$ cat src/rtl/avg_frame_ctrl.sv
// avg_frame_ctrl -- frame-level sequencer for a 2x2 averaging kernel.
//
// Walks a ROW x COL frame memory one row pair at a time. Each clock it reads
// one column from both rows (upper = even row, lower = odd row) and feeds
// the pixels to an external 2x2 kernel. Once per even-aligned 2x2 block it
// captures the kernel sum and writes sum/4 to a (ROW/2) x (COL/2) output
// memory in row-major order.
//
// Ports:
//   clk           rising-edge clock
//   en            synchronous active-low reset
//   start         one-cycle pulse, begins a frame (ignored unless idle)
//   busy          high from the cycle after an accepted start to the last write
//   done          one-cycle pulse after the last write
//   rd_en         frame memory read strobe
//   rd_addr_0/1   upper/lower row read addresses
//   rd_data_0/1   upper/lower row read data, one cycle after the address
//   kern_en       kernel enable (low clears the kernel window)
//   kern_din_0/1  kernel pixel inputs
//   kern_row_cnt  kernel row count (odd row of the previous read)
//   kern_col_cnt  kernel column count (column of the previous read)
//   kern_dout     kernel 2x2 sum
//   wr_en         output memory write strobe
//   wr_addr       output memory address
//   wr_data       block average
module avg_frame_ctrl #(
    parameter int WIDTH = 8,
    parameter int ROW   = 480,
    parameter int COL   = 752,
    parameter int AW    = 19,
    parameter int OAW   = 17
) (
    input  logic             clk,
    input  logic             en,
    input  logic             start,
    output logic             busy,
    output logic             done,
    output logic             rd_en,
    output logic [AW-1:0]    rd_addr_0,
    output logic [AW-1:0]    rd_addr_1,
    input  logic [WIDTH-1:0] rd_data_0,
    input  logic [WIDTH-1:0] rd_data_1,
    output logic             kern_en,
    output logic [WIDTH-1:0] kern_din_0,
    output logic [WIDTH-1:0] kern_din_1,
    output logic [9:0]       kern_row_cnt,
    output logic [9:0]       kern_col_cnt,
    input  logic [WIDTH+1:0] kern_dout,
    output logic             wr_en,
    output logic [OAW-1:0]   wr_addr,
    output logic [WIDTH-1:0] wr_data
);

    localparam int CW = (COL > 1) ? $clog2(COL) : 1;
    localparam int PW = ((ROW / 2) > 1) ? $clog2(ROW / 2) : 1;

    localparam logic [CW-1:0] C_LAST   = CW'(COL - 1);
    localparam logic [PW-1:0] P_LAST   = PW'(ROW / 2 - 1);
    localparam logic [AW-1:0] ROW_STEP = AW'(COL + 1);
    localparam logic [AW-1:0] COL_OFS  = AW'(COL);

    typedef enum logic [1:0] {
        S_IDLE,
        S_RUN,
        S_DRAIN,
        S_DONE
    } state_t;

    state_t          state;
    state_t          state_nxt;
    logic [CW-1:0]   col;
    logic [PW-1:0]   pair;
    logic [AW-1:0]   ptr_0;
    logic [AW-1:0]   ptr_1;
    logic [1:0]      drain_cnt;
    logic            odd_d1;
    logic            odd_d2;
    logic            last_rd;

    assign last_rd = (pair == P_LAST) && (col == C_LAST);

    // Pixels go straight to the kernel; the kernel registers them itself.
    assign kern_din_0 = rd_data_0;
    assign kern_din_1 = rd_data_1;

    // State register
    always_ff @(posedge clk) begin
        if (!en) begin
            state <= S_IDLE;
        end else begin
            state <= state_nxt;
        end
    end

    // Next-state logic
    always_comb begin
        state_nxt = state;
        case (state)
            S_IDLE:  if (start) state_nxt = S_RUN;
            S_RUN:   if (last_rd) state_nxt = S_DRAIN;
            S_DRAIN: if (drain_cnt == 2'd2) state_nxt = S_DONE;
            S_DONE:  state_nxt = S_IDLE;
            default: state_nxt = S_IDLE;
        endcase
    end

    // Output logic; addresses are forced to zero whenever no read is issued
    always_comb begin
        busy      = (state == S_RUN) || (state == S_DRAIN);
        done      = (state == S_DONE);
        rd_en     = (state == S_RUN);
        rd_addr_0 = rd_en ? ptr_0 : '0;
        rd_addr_1 = rd_en ? ptr_1 : '0;
    end

    // Read pointers, kernel control and write-back pipeline
    always_ff @(posedge clk) begin
        if (!en) begin
            col          <= '0;
            pair         <= '0;
            ptr_0        <= '0;
            ptr_1        <= '0;
            drain_cnt    <= '0;
            odd_d1       <= 1'b0;
            odd_d2       <= 1'b0;
            kern_en      <= 1'b0;
            kern_row_cnt <= '0;
            kern_col_cnt <= '0;
            wr_en        <= 1'b0;
            wr_addr      <= '0;
            wr_data      <= '0;
        end else begin
            kern_en <= (state_nxt == S_RUN) || (state_nxt == S_DRAIN);

            // An odd-column read in cycle n completes a block whose sum is
            // on kern_dout in cycle n+2; the write is registered for n+3.
            odd_d1 <= rd_en & col[0];
            odd_d2 <= odd_d1;
            wr_en  <= odd_d2;
            if (odd_d2) begin
                // Truncating divide by four; max sum 4*(2^WIDTH-1) fits exactly.
                wr_data <= WIDTH'(kern_dout >> 2);
            end

            if (state == S_DONE) begin
                wr_addr <= '0;
            end else if (wr_en) begin
                wr_addr <= wr_addr + OAW'(1);
            end

            if (state == S_RUN) begin
                kern_row_cnt <= 10'({pair, 1'b1});
                kern_col_cnt <= 10'(col);
                if (col == C_LAST) begin
                    // Skip over the odd row just read: next pair starts at 2(p+1)*COL.
                    col   <= '0;
                    pair  <= pair + PW'(1);
                    ptr_0 <= ptr_0 + ROW_STEP;
                    ptr_1 <= ptr_1 + ROW_STEP;
                end else begin
                    col   <= col + CW'(1);
                    ptr_0 <= ptr_0 + AW'(1);
                    ptr_1 <= ptr_1 + AW'(1);
                end
            end else begin
                col   <= '0;
                pair  <= '0;
                ptr_0 <= '0;
                ptr_1 <= COL_OFS;
            end

            drain_cnt <= (state == S_DRAIN) ? drain_cnt + 2'd1 : 2'd0;
        end
    end

endmodule

$ cat config.mk
export PLATFORM = sky130hd
export DESIGN_NAME = avg_frame_ctrl
export DESIGN_NICKNAME = d
export VERILOG_FILES = /design/src/rtl/avg_frame_ctrl.sv
export SDC_FILE = /design/constraint.sdc
export NUM_CORES = 1
export LEC_CHECK = 0
export ABC_AREA = 1
export ABC_CLOCK_PERIOD_IN_PS = 3400
export BUFFER_PORTS_ARGS = -buffer_cell sky130_fd_sc_hd__buf_4
export CAP_MARGIN = 20
export CORE_ASPECT_RATIO = 2
export CORE_UTILIZATION = 46
export DETAILED_ROUTE_END_ITERATION = 6
export PLACE_DENSITY = 0.7
export SLEW_MARGIN = 20
export SYNTH_ARGS = -nofsm -noshare
export SYNTH_HDL_FRONTEND = slang
export SYNTH_SLANG_ARGS = --single-unit
export TNS_END_PERCENT = 10
$ cat constraint.sdc
create_clock -name clk -period 3.4 [get_ports clk]
set_input_delay 0.51 -clock clk [delete_from_list [all_inputs] [get_ports clk]]
set_output_delay 0.51 -clock clk [all_outputs]
set_load 0.02 [all_outputs]
==> impl_metrics.json, run 1 <==
{
  "worstMarginPinSlew_ns": 0.764,
  "htreeDepth": 3,
  "ys_seq_area_share_pct": 40.2,
  "n_antenna_cell": 0,
  "slew-limit-headroom_pct": 49.0,
  "r2r-start": "col[0]",
  "clk_pin_slew_ns": 0.08,
  "r2r_end": "ptr_0[8]",
  "grtUsageTotal_pct": 21.5,
  "hold_ws_ns": 0.379,
  "grt_max_degree": 44,
  "worstHoldPathType": "input port to register",
  "layout.nets": 900,
  "grt_setup_unrepaired": "false",
  "synth.distinct_cells": 41,
  "slew_violations": 0,
  "boundaryPins": 133,
  "synth_edf_count": 0,
  "n_fill_cell": 1098,
  "holdBufCountCts": 0,
  "start_util_pct": 47.4,
  "antenna_found_initial": 0,
  "cts_root_buf": "clkbuf_16",
  "ys_warn_count": 0,
  "drt-total-wl_microns": 12500,
  "dpl.hpwl_microns": 9250,
  "grt_pass1_vias": 4829,
  "clock-sinks": 108,
  "cp.depth": 11,
  "ir_worst_vdd_v": 0.000388,
  "grt_remaining_overflow": 0,
  "final-hold-violation-count": 0,
  "clockBufferDepth": 2,
  "start_kind": "register",
  "critical_path_peak_fanout": 13,
  "via_per_inst": 5.07,
  "cts_buffers": 9,
  "cts_tree": "yes",
  "arrival_ns": 3.11,
  "reg2reg_depth": 11,
  "drc_errors": 0,
  "path_cells": "ha_1 > nand3_2 > nor2_2 > nand2_2 > inv_1 > ha_1 > a21oi_1 > o21ai_0 > a21oi_1 > o21ai_0 > a21oi_1",
  "max_stage_delay_ns": 0.40,
  "outcome": "completed",
  "place.gp.congestion": 0.874,
  "layout_worst_path_cycle_share_pct": 82.8,
  "min_to": "wr_data[4]",
  "ys_async_sr_fraction_pct": 0,
  "syn_area_sq_um": 5380,
  "grt_pass1_wl_microns": 20900,
  "final-seq-area_sq_um": 2160,
  "syn_area_per_cell_sq_um": 6.93,
  "critPathCaptureType": "register",
  "die_h_microns": 155,
  "netlist_instances": 776,
  "synthToLayoutAreaGrowth_pct": 18.8,
  "cp.required_ns": 3.69,
  "detailedRoute.firstIterationViolations": 248,
  "fin_crit_ns": 2.82,
  "ys_seq_elements": 108,
  "whs_path_depth": 3,
  "drtAntennaViolNets": 0,
  "drt_first_pass_iters": 4,
  "ff2ff_setup_slack_ns": 0.58,
  "postCtsSetupBuffers": 0,
  "critPathSlowestCell": "dfxtp_1",
  "synth_top_flop_cell": "dfxtp_1",
  "synth.net_count": 826,
  "final_layout_size_suffix_gt1_share_pct": 16.6,
  "postCtsResizedCells": 0,
  "tns_ns": 0,
  "critical-path-top-delay-family": "compound AO/OA/AOI/OAI gates",
  "drv_cap": 0,
  "hold_start": "kern_dout[6]",
  "multi_input_area_sq_um": 2580,
  "wl_per_cell_microns": 12.6,
  "crit_top_cell": "a21oi_1",
  "p_per_area_nw_per_um2": 468,
  "die_x_microns": 78.5,
  "leakagePower_nw": 3.03,
  "clk_latency_ns": 0.36,
  "rows": 55,
  "dieArea_sq_um": 12200,
  "port_buffers": 97,
  "vias": 5059,
  "fmax_mhz": 355,
  "crit_buf_inv": 1,
  "setup_violations": 0,
  "fin_worst_skew_ns": 0.00884,
  "critPathKind": "register to register",
  "core_area_sq_um": 11400
}
## routing by layer
metal / vias up / share of wire [%] / wire [microns] / track usage (%)
li1: 2579 / - / - / -
met4: 0 / 2.7 / 335 / 10.9
met3: 24 / 4.2 / 528 / 3.58
met1: 2331 / 39 / 4950 / 21.9
met5: - / 0 / 0 / 0
met2: 125 / 54 / 6730 / 40.9
## worst max-delay path by stage
stage	to	from	slack (ns)
6_report	ptr_0[8]	col[0]	0.58
5_1_grt	ptr_0[13]	col[0]	0.26
4_1_cts	ptr_0[8]	col[0]	0.55
3_5_place_dp	ptr_0[8]	col[0]	0.59
3_3_place_gp	ptr_0[8]	col[0]	0.63
2_1_floorplan	ptr_1[9]	col[0]	1.08
## cells by family (layout without fill, tap and decap cells)
logic type	after synthesis	after routing	synth area share [%]
buffers and inverters	150	229	11.9
adder cells (fa/ha/maj)	21	21	4.89
other	1	1	0.0697
AO/OA/AOI/OAI	122	122	12.6
AND/OR/NAND/NOR	365	365	28.9
flip-flops	108	108	40.2
XOR/XNOR	9	9	1.47
## worst reg2reg max path: stages, from the launching register on
cell and delay (ns):
dfxtp_1 0.40, ha_1 0.23, nand3_2 0.11, nor2_2 0.17, nand2_2 0.14, inv_1 0.39
ha_1 0.38, a21oi_1 0.27, o21ai_0 0.19, a21oi_1 0.23, o21ai_0 0.11, a21oi_1 0.14
## cell usage in the layout (no fill, tap or decap), types with 5 or more instances in the layout
cell | Yosys | routed
o21ai_0 | 51 | 51
nand3_1 | 50 | 50
o21a_1 | 6 | 6
a21oi_1 | 46 | 46
nor2_1 | 106 | 106
inv_1 | 111 | 111
buf_4 | 18 | 101
dfxtp_1 | 108 | 108
ha_1 | 21 | 21
nor3_1 | 8 | 8
clkbuf_16 | 0 | 9
xor2_1 | 5 | 5
nor2_2 | 7 | 7
nand2_1 | 172 | 172
## layout make-up
| cell class | instances | area share, % |
|---|---|---|
| multi-input combinational | 518 | 40.4 |
| clock inverter | 7 | 1.04 |
| inverter | 112 | 6.58 |
| sequential | 108 | 33.8 |
| clock buffer | 9 | 3.53 |
| tap | 142 | 2.78 |
| timing repair buffer | 101 | 11.9 |
## sequential cells by signal, summed over array words and instances, names as in the netlist
name / count
col: 10
state: 2
kern_row_cnt: 9
kern_col_cnt: 10
ptr_0: 19
kern_en: 1
ptr_1: 19
wr_addr: 17
odd_d2: 1
wr_data: 8
drain_cnt: 2
wr_en: 1
odd_d1: 1
pair: 8
## cell usage after synthesis (7+ instances only)
cell type	n	area share [%]
a21oi_1	46	4.3
nor3_1	8	0.74
nor2_2	7	0.81
nand2_1	172	12
nand3_1	50	4.7
ha_1	21	4.9
o21ai_0	51	4.7
buf_4	18	2.5
inv_1	111	7.7
nor2_1	106	7.4
clkbuf_1	12	0.84
dfxtp_1	108	40
## power breakdown
part | internal (W) | leakage, nW | switching [W] | total (W)
registers | 0.00131 | 0.873 | 0.0000429 | 0.00136
clock network | 0.000519 | 0.145 | 0.000518 | 0.00104
logic | 0.000189 | 2.01 | 0.000405 | 0.000595
## per-stage QoR
| stage | total power [W] | setup WS [ns] | util, % | cells | cell area, sq um |
|---|---|---|---|---|---|
| floorplan | 0.00183 | 1.08 | - | 776 | 5380 |
| global placement | 0.00197 | 0.633 | 53.7 | 981 | 6100 |
| detailed placement | 0.00199 | 0.585 | 53.7 | 981 | 6100 |
| CTS | 0.00303 | 0.550 | 56.3 | 997 | 6390 |
| global route | 0.00315 | 0.259 | 56.3 | 997 | 6390 |
| finish | 0.00299 | 0.584 | 56.3 | 997 | 6390 |
No activity file was read; power rests on OpenSTA's default activity.
==> run 2, diff against run 1 <==
--- a/config.mk
+++ b/config.mk
@@ -6,7 +6,7 @@
 export NUM_CORES = 1
 export LEC_CHECK = 0
 export ABC_AREA = 1
-export ABC_CLOCK_PERIOD_IN_PS = 3400
+export ABC_CLOCK_PERIOD_IN_PS = 2800
 export BUFFER_PORTS_ARGS = -buffer_cell sky130_fd_sc_hd__buf_4
 export CAP_MARGIN = 20
 export CORE_ASPECT_RATIO = 2
==> constraint.sdc (replaced) <==
create_clock -name clk -period 2.8 [get_ports clk]
set_input_delay 0.42 -clock clk [delete_from_list [all_inputs] [get_ports clk]]
set_output_delay 0.42 -clock clk [all_outputs]
set_load 0.02 [all_outputs]
==> impl_metrics.json, run 2 (synthesis results as in run 1) <==
{
  "wl_per_cell_microns": 12.2,
  "crit_top_cell": "a21oi_1",
  "detailedRoute.firstIterationViolations": 224,
  "drtAntennaViolNets": 0,
  "use_met1_pct": 20.8,
  "fin_crit_ns": 2.51,
  "layout_common_cells": "172 x nand2_1, 111 x inv_1, 107 x dfxtp_1",
  "final-seq-area_sq_um": 2160,
  "clk_latency_ns": 0.34,
  "layout.nets": 903,
  "critical_path_peak_fanout": 7,
  "clk_pin_slew_ns": 0.08,
  "n_fill_cell": 1121,
  "final-hold-violation-count": 0,
  "fmax_mhz": 398,
  "rows": 55,
  "final_layout_size_suffix_gt1_share_pct": 17.1,
  "drc_errors": 0,
  "clockBufferDepth": 2,
  "cp.required_ns": 3.08,
  "htreeDepth": 3,
  "p_per_area_nw_per_um2": 565,
  "total_power_w": 0.00363,
  "reg.largest.list": "ptr_0: 19 flops, ptr_1: 19 flops, wr_addr: 17 flops",
  "vias": 5081,
  "boundaryPins": 133,
  "worstHoldPathType": "input port to register",
  "tns_ns": 0,
  "drv_cap": 0,
  "die_h_microns": 155,
  "final_cells": 1000,
  "crit_buf_inv": 2,
  "multi_input_area_sq_um": 2580,
  "max_stage_delay_ns": 0.39,
  "start_util_pct": 47.4,
  "dpl.hpwl_microns": 9270,
  "grt_max_degree": 38,
  "final_common_cell": "nand2_1",
  "cts_tree": "yes",
  "core_area_sq_um": 11400,
  "critPathKind": "register to register",
  "critPathSlowestCell": "dfxtp_1",
  "arrival_ns": 2.79,
  "grt_remaining_overflow": 0,
  "drt-total-wl_microns": 12200,
  "clock-sinks": 108,
  "worstMarginPinSlew_ns": 0.701,
  "ir_worst_vdd_v": 0.000617,
  "die_x_microns": 78.5,
  "grt_util_met3_pct": 3.23,
  "n_antenna_cell": 0,
  "grt_pass1_vias": 4842,
  "critical-path-top-delay-family": "compound AO/OA/AOI/OAI gates",
  "port_buffers": 97,
  "antenna_found_initial": 0,
  "drt_first_pass_iters": 4,
  "busiest_layer": "met2",
  "holdBufCountCts": 0,
  "leakagePower_nw": 3.04,
  "via_per_inst": 5.08,
  "cts_buffers": 9,
  "layout_worst_path_cycle_share_pct": 89.8,
  "postCtsSetupBuffers": 0,
  "cts_root_buf": "clkbuf_16",
  "critPathCaptureType": "register",
  "postCtsResizedCells": 0,
  "slew-limit-headroom_pct": 53.2,
  "grtUsageTotal_pct": 20.7,
  "place.gp.congestion": 0.868,
  "use_met2_pct": 38.9,
  "synthToLayoutAreaGrowth_pct": 19.3,
  "fin_worst_skew_ns": 0.00639,
  "dpl.cell_count": 984,
  "hold_ws_ns": 0.293,
  "outcome": "completed",
  "dieArea_sq_um": 12200,
  "start_kind": "register",
  "grt_setup_unrepaired": "false",
  "slew_violations": 0,
  "path_cells": "ha_1 > nand3_2 > nor2_2 > nand2_2 > inv_1 > buf_4 > ha_1 > a21oi_1 > o21ai_0 > a21oi_1 > o21ai_0 > a21oi_1",
  "grt_pass1_wl_microns": 20400,
  "setup_violations": 0
}
==> run 2: cell count changes in the layout (fill, tap and decap cells not counted) <==
cell	delta
buf_4	+3
inv_6	-3
a21oi_1	-1
a21oi_2	+1
clkinv_4	+1
clkinvlp_4	+1
dfxtp_1	-1
dfxtp_2	+1
inv_8	+1
==> run 2: final timing paths <==
| kind | slack [ns] | to | cells past startpoint | startpoint |
|---|---|---|---|---|
| worst min-delay path | 0.29 | wr_data[5] | 3 | kern_dout[7] |
| worst min register to register | 0.43 | drain_cnt[0] | 1 | drain_cnt[0] |
| worst max register to register | 0.29 | ptr_0[8] | 12 | col[1] |
| worst max-delay path | 0.29 | ptr_0[8] | 12 | col[1] |
==> run 2: tightest hold or removal path: cells and delay by family <==
kind / cells / cell delay [ns]
buf+inv: 1 / 0.07
simple gates: 2 / 0.11
==> run 2: stage by stage <==
| step | utilization, % | setup WS (ns) | cell area (sq um) |
|---|---|---|---|
| after global placement | 53.9 | 0.297 | 6120 |
| after floorplan | - | 0.478 | 5380 |
| final | 56.5 | 0.286 | 6420 |
| after global routing | 56.5 | 0.0588 | 6420 |
| after CTS | 56.5 | 0.222 | 6410 |
| after detailed placement | 53.9 | 0.261 | 6120 |
==> run 2: area by class of cell <==
type	instances	area share [%]
inverters	112	6.55
well taps	142	2.77
clock buffers	9	3.51
flip-flops and latches	108	33.7
repair buffers	104	12.2
clock inverters	7	1.05
multi-input cells	518	40.2
==> run 2: report_power, final <==
group / switching (W) / internal, W
Clock: 0.000616 / 0.000628
Sequential: 0.0000515 / 0.00160
Combinational: 0.000495 / 0.000240
==> run 2: layer usage <==
layer / vias up / part of all wire [%]
met1: 2354 / 39
met4: 0 / 3.7
met2: 115 / 53
li1: 2580 / -
met5: - / 0
met3: 32 / 3.9
==> run 3, diff against run 2 <==
--- a/config.mk
+++ b/config.mk
@@ -8,11 +8,10 @@
 export ABC_AREA = 1
 export ABC_CLOCK_PERIOD_IN_PS = 2800
 export BUFFER_PORTS_ARGS = -buffer_cell sky130_fd_sc_hd__buf_4
-export CAP_MARGIN = 20
 export CORE_ASPECT_RATIO = 2
 export CORE_UTILIZATION = 46
 export DETAILED_ROUTE_END_ITERATION = 6
-export PLACE_DENSITY = 0.7
+export PLACE_DENSITY_LB_ADDON = 0.3
 export SLEW_MARGIN = 20
 export SYNTH_ARGS = -nofsm -noshare
 export SYNTH_HDL_FRONTEND = slang
==> impl_metrics.json, run 3 (synthesis results as in run 1) <==
{
  "outcome": "completed",
  "postLayoutCoreUtil_pct": 56.5,
  "grt_remaining_overflow": 0,
  "reg.largest.list": "ptr_0: 19 flops, ptr_1: 19 flops, wr_addr: 17 flops",
  "core_area_sq_um": 11400,
  "rows": 55,
  "grt_pass1_wl_microns": 20300,
  "drc_errors": 0,
  "ir_worst_vdd_v": 0.000427,
  "final-seq-area_sq_um": 2160,
  "hold_ws_ns": 0.292,
  "tns_ns": 0,
  "slew-limit-headroom_pct": 50.8,
  "pwr-share-clk_pct": 34.4,
  "boundaryPins": 133,
  "drv_cap": 0,
  "wl_per_cell_microns": 12.1,
  "start_kind": "register",
  "place.gp.congestion": 0.831,
  "combPwrFrac_pct": 20.2,
  "die_h_microns": 155,
  "final_common_cell": "nand2_1",
  "cp.required_ns": 3.04,
  "layout_common_cells": "172 x nand2_1, 111 x inv_1, 107 x dfxtp_1",
  "arrival_ns": 2.78,
  "grt_setup_unrepaired": "false",
  "detailedRoute.firstIterationViolations": 132,
  "cts_root_buf": "clkbuf_16",
  "drt-total-wl_microns": 12100,
  "via_per_inst": 4.91,
  "clk_pin_slew_ns": 0.08,
  "n_fill_cell": 1152,
  "layout.nets": 903,
  "critPathKind": "register to register",
  "p_switching_w": 0.00117,
  "critical_path_peak_fanout": 7,
  "antenna_found_initial": 0,
  "die_x_microns": 78.5,
  "htreeDepth": 3,
  "worstHoldPathType": "input port to register",
  "port_buffers": 97,
  "seqPwrFrac_pct": 45.4,
  "critPathCaptureType": "register",
  "setup_violations": 0,
  "clk_latency_ns": 0.34,
  "multi_input_area_sq_um": 2580,
  "drt_first_pass_iters": 4,
  "final-hold-violation-count": 0,
  "fmax_mhz": 393,
  "leakagePower_nw": 3.04,
  "dieArea_sq_um": 12200,
  "fin_worst_skew_ns": 0.00802,
  "start_util_pct": 47.4,
  "cts_tree": "yes",
  "layout_worst_path_cycle_share_pct": 90.9,
  "p_sw_share_pct": 32.3,
  "clockBufferDepth": 2,
  "p_int_w": 0.00246,
  "slew_violations": 0,
  "worstMarginPinSlew_ns": 0.737,
  "grt_max_degree": 38,
  "grt_pass1_vias": 4606,
  "grtUsageTotal_pct": 20.7,
  "clock-sinks": 108,
  "final_layout_size_suffix_gt1_share_pct": 17.1,
  "vias": 4913,
  "drtAntennaViolNets": 0,
  "p_per_area_nw_per_um2": 566,
  "postCtsSetupBuffers": 0,
  "dpl.hpwl_microns": 9100,
  "synthToLayoutAreaGrowth_pct": 19.3,
  "cts_buffers": 9,
  "fin_crit_ns": 2.55,
  "dpl.cell_count": 984,
  "final_cells": 1000,
  "total_power_w": 0.00363,
  "n_antenna_cell": 0
}
==> run 3: changes by cell type in the layout (fill, tap and decap cells not counted) <==
| cell | previous run | this run |
|---|---|---|
| clkinv_4 | 3 | 1 |
| inv_6 | 0 | 2 |
| inv_8 | 3 | 1 |
| clkinv_8 | 0 | 1 |
| clkinvlp_4 | 1 | 2 |
| o21ai_0 | 51 | 50 |
| o21ai_1 | 3 | 4 |
==> run 3: path summary, 6_finish.rpt <==
check / slack [ns] / startpoint / endpoint / cells after the start
setup / recovery: 0.25 / col[1] / ptr_1[9] / 14
hold / removal: 0.29 / kern_dout[9] / wr_data[7] / 3
hold reg to reg: 0.42 / odd_d1 / odd_d2 / 2
setup reg to reg: 0.25 / col[1] / ptr_1[9] / 14
==> run 3: layout make-up <==
class                      instances  area share (%)
multi-input combinational        518            40.2
sequential                       108            33.7
timing repair buffer             104            12.2
inverter                         112            6.55
clock buffer                       9            3.51
tap                              142            2.77
clock inverter                     7            1.07
==> run 3: worst max-delay path, stage by stage (launching register included) <==
cell      delay (ns)
dfxtp_1         0.38
ha_1            0.22
nand3_2         0.12
nor2_2          0.16
nand2_2         0.14
inv_1           0.10
buf_4           0.16
ha_1            0.30
a21oi_1         0.20
o21ai_0         0.12
o21bai_1        0.19
nand2_1         0.07
nand2_1         0.04
o21ai_0         0.16
inv_1           0.05
==> run 3: routing by layer <==
layer	GRT usage (%)	routed length (microns)	vias to the layer above
li1	-	-	2597
met1	21.7	4780	2205
met2	39.2	6580	85
met3	3.05	305	26
met4	9.88	393	0
met5	0	0	-
==> run 3: power by group through the flow <==
stage	clock network (W)	registers [W]	logic, W
after CTS	0.00128	0.00165	0.000750
after floorplan	0	0.00169	0.000533
after global placement	0	0.00168	0.000731
after detailed placement	0	0.00169	0.000745
final	0.00125	0.00165	0.000733
after global routing	0.00135	0.00166	0.000828
==> run 3: what timing repair did <==
action / 4_1_cts / 5_1_grt
hold buffers: 0 / 0
resized for setup: 0 / 3
setup endpoints to repair: 0 / 6
==> run 3: through the flow <==
step           setup slack (ns)  instance area [sq um]
2_1_floorplan             0.478                   5380
3_3_place_gp              0.291                   6120
3_5_place_dp              0.255                   6120
4_1_cts                   0.232                   6410
5_1_grt                  0.0153                   6420
6_report                  0.255                   6420
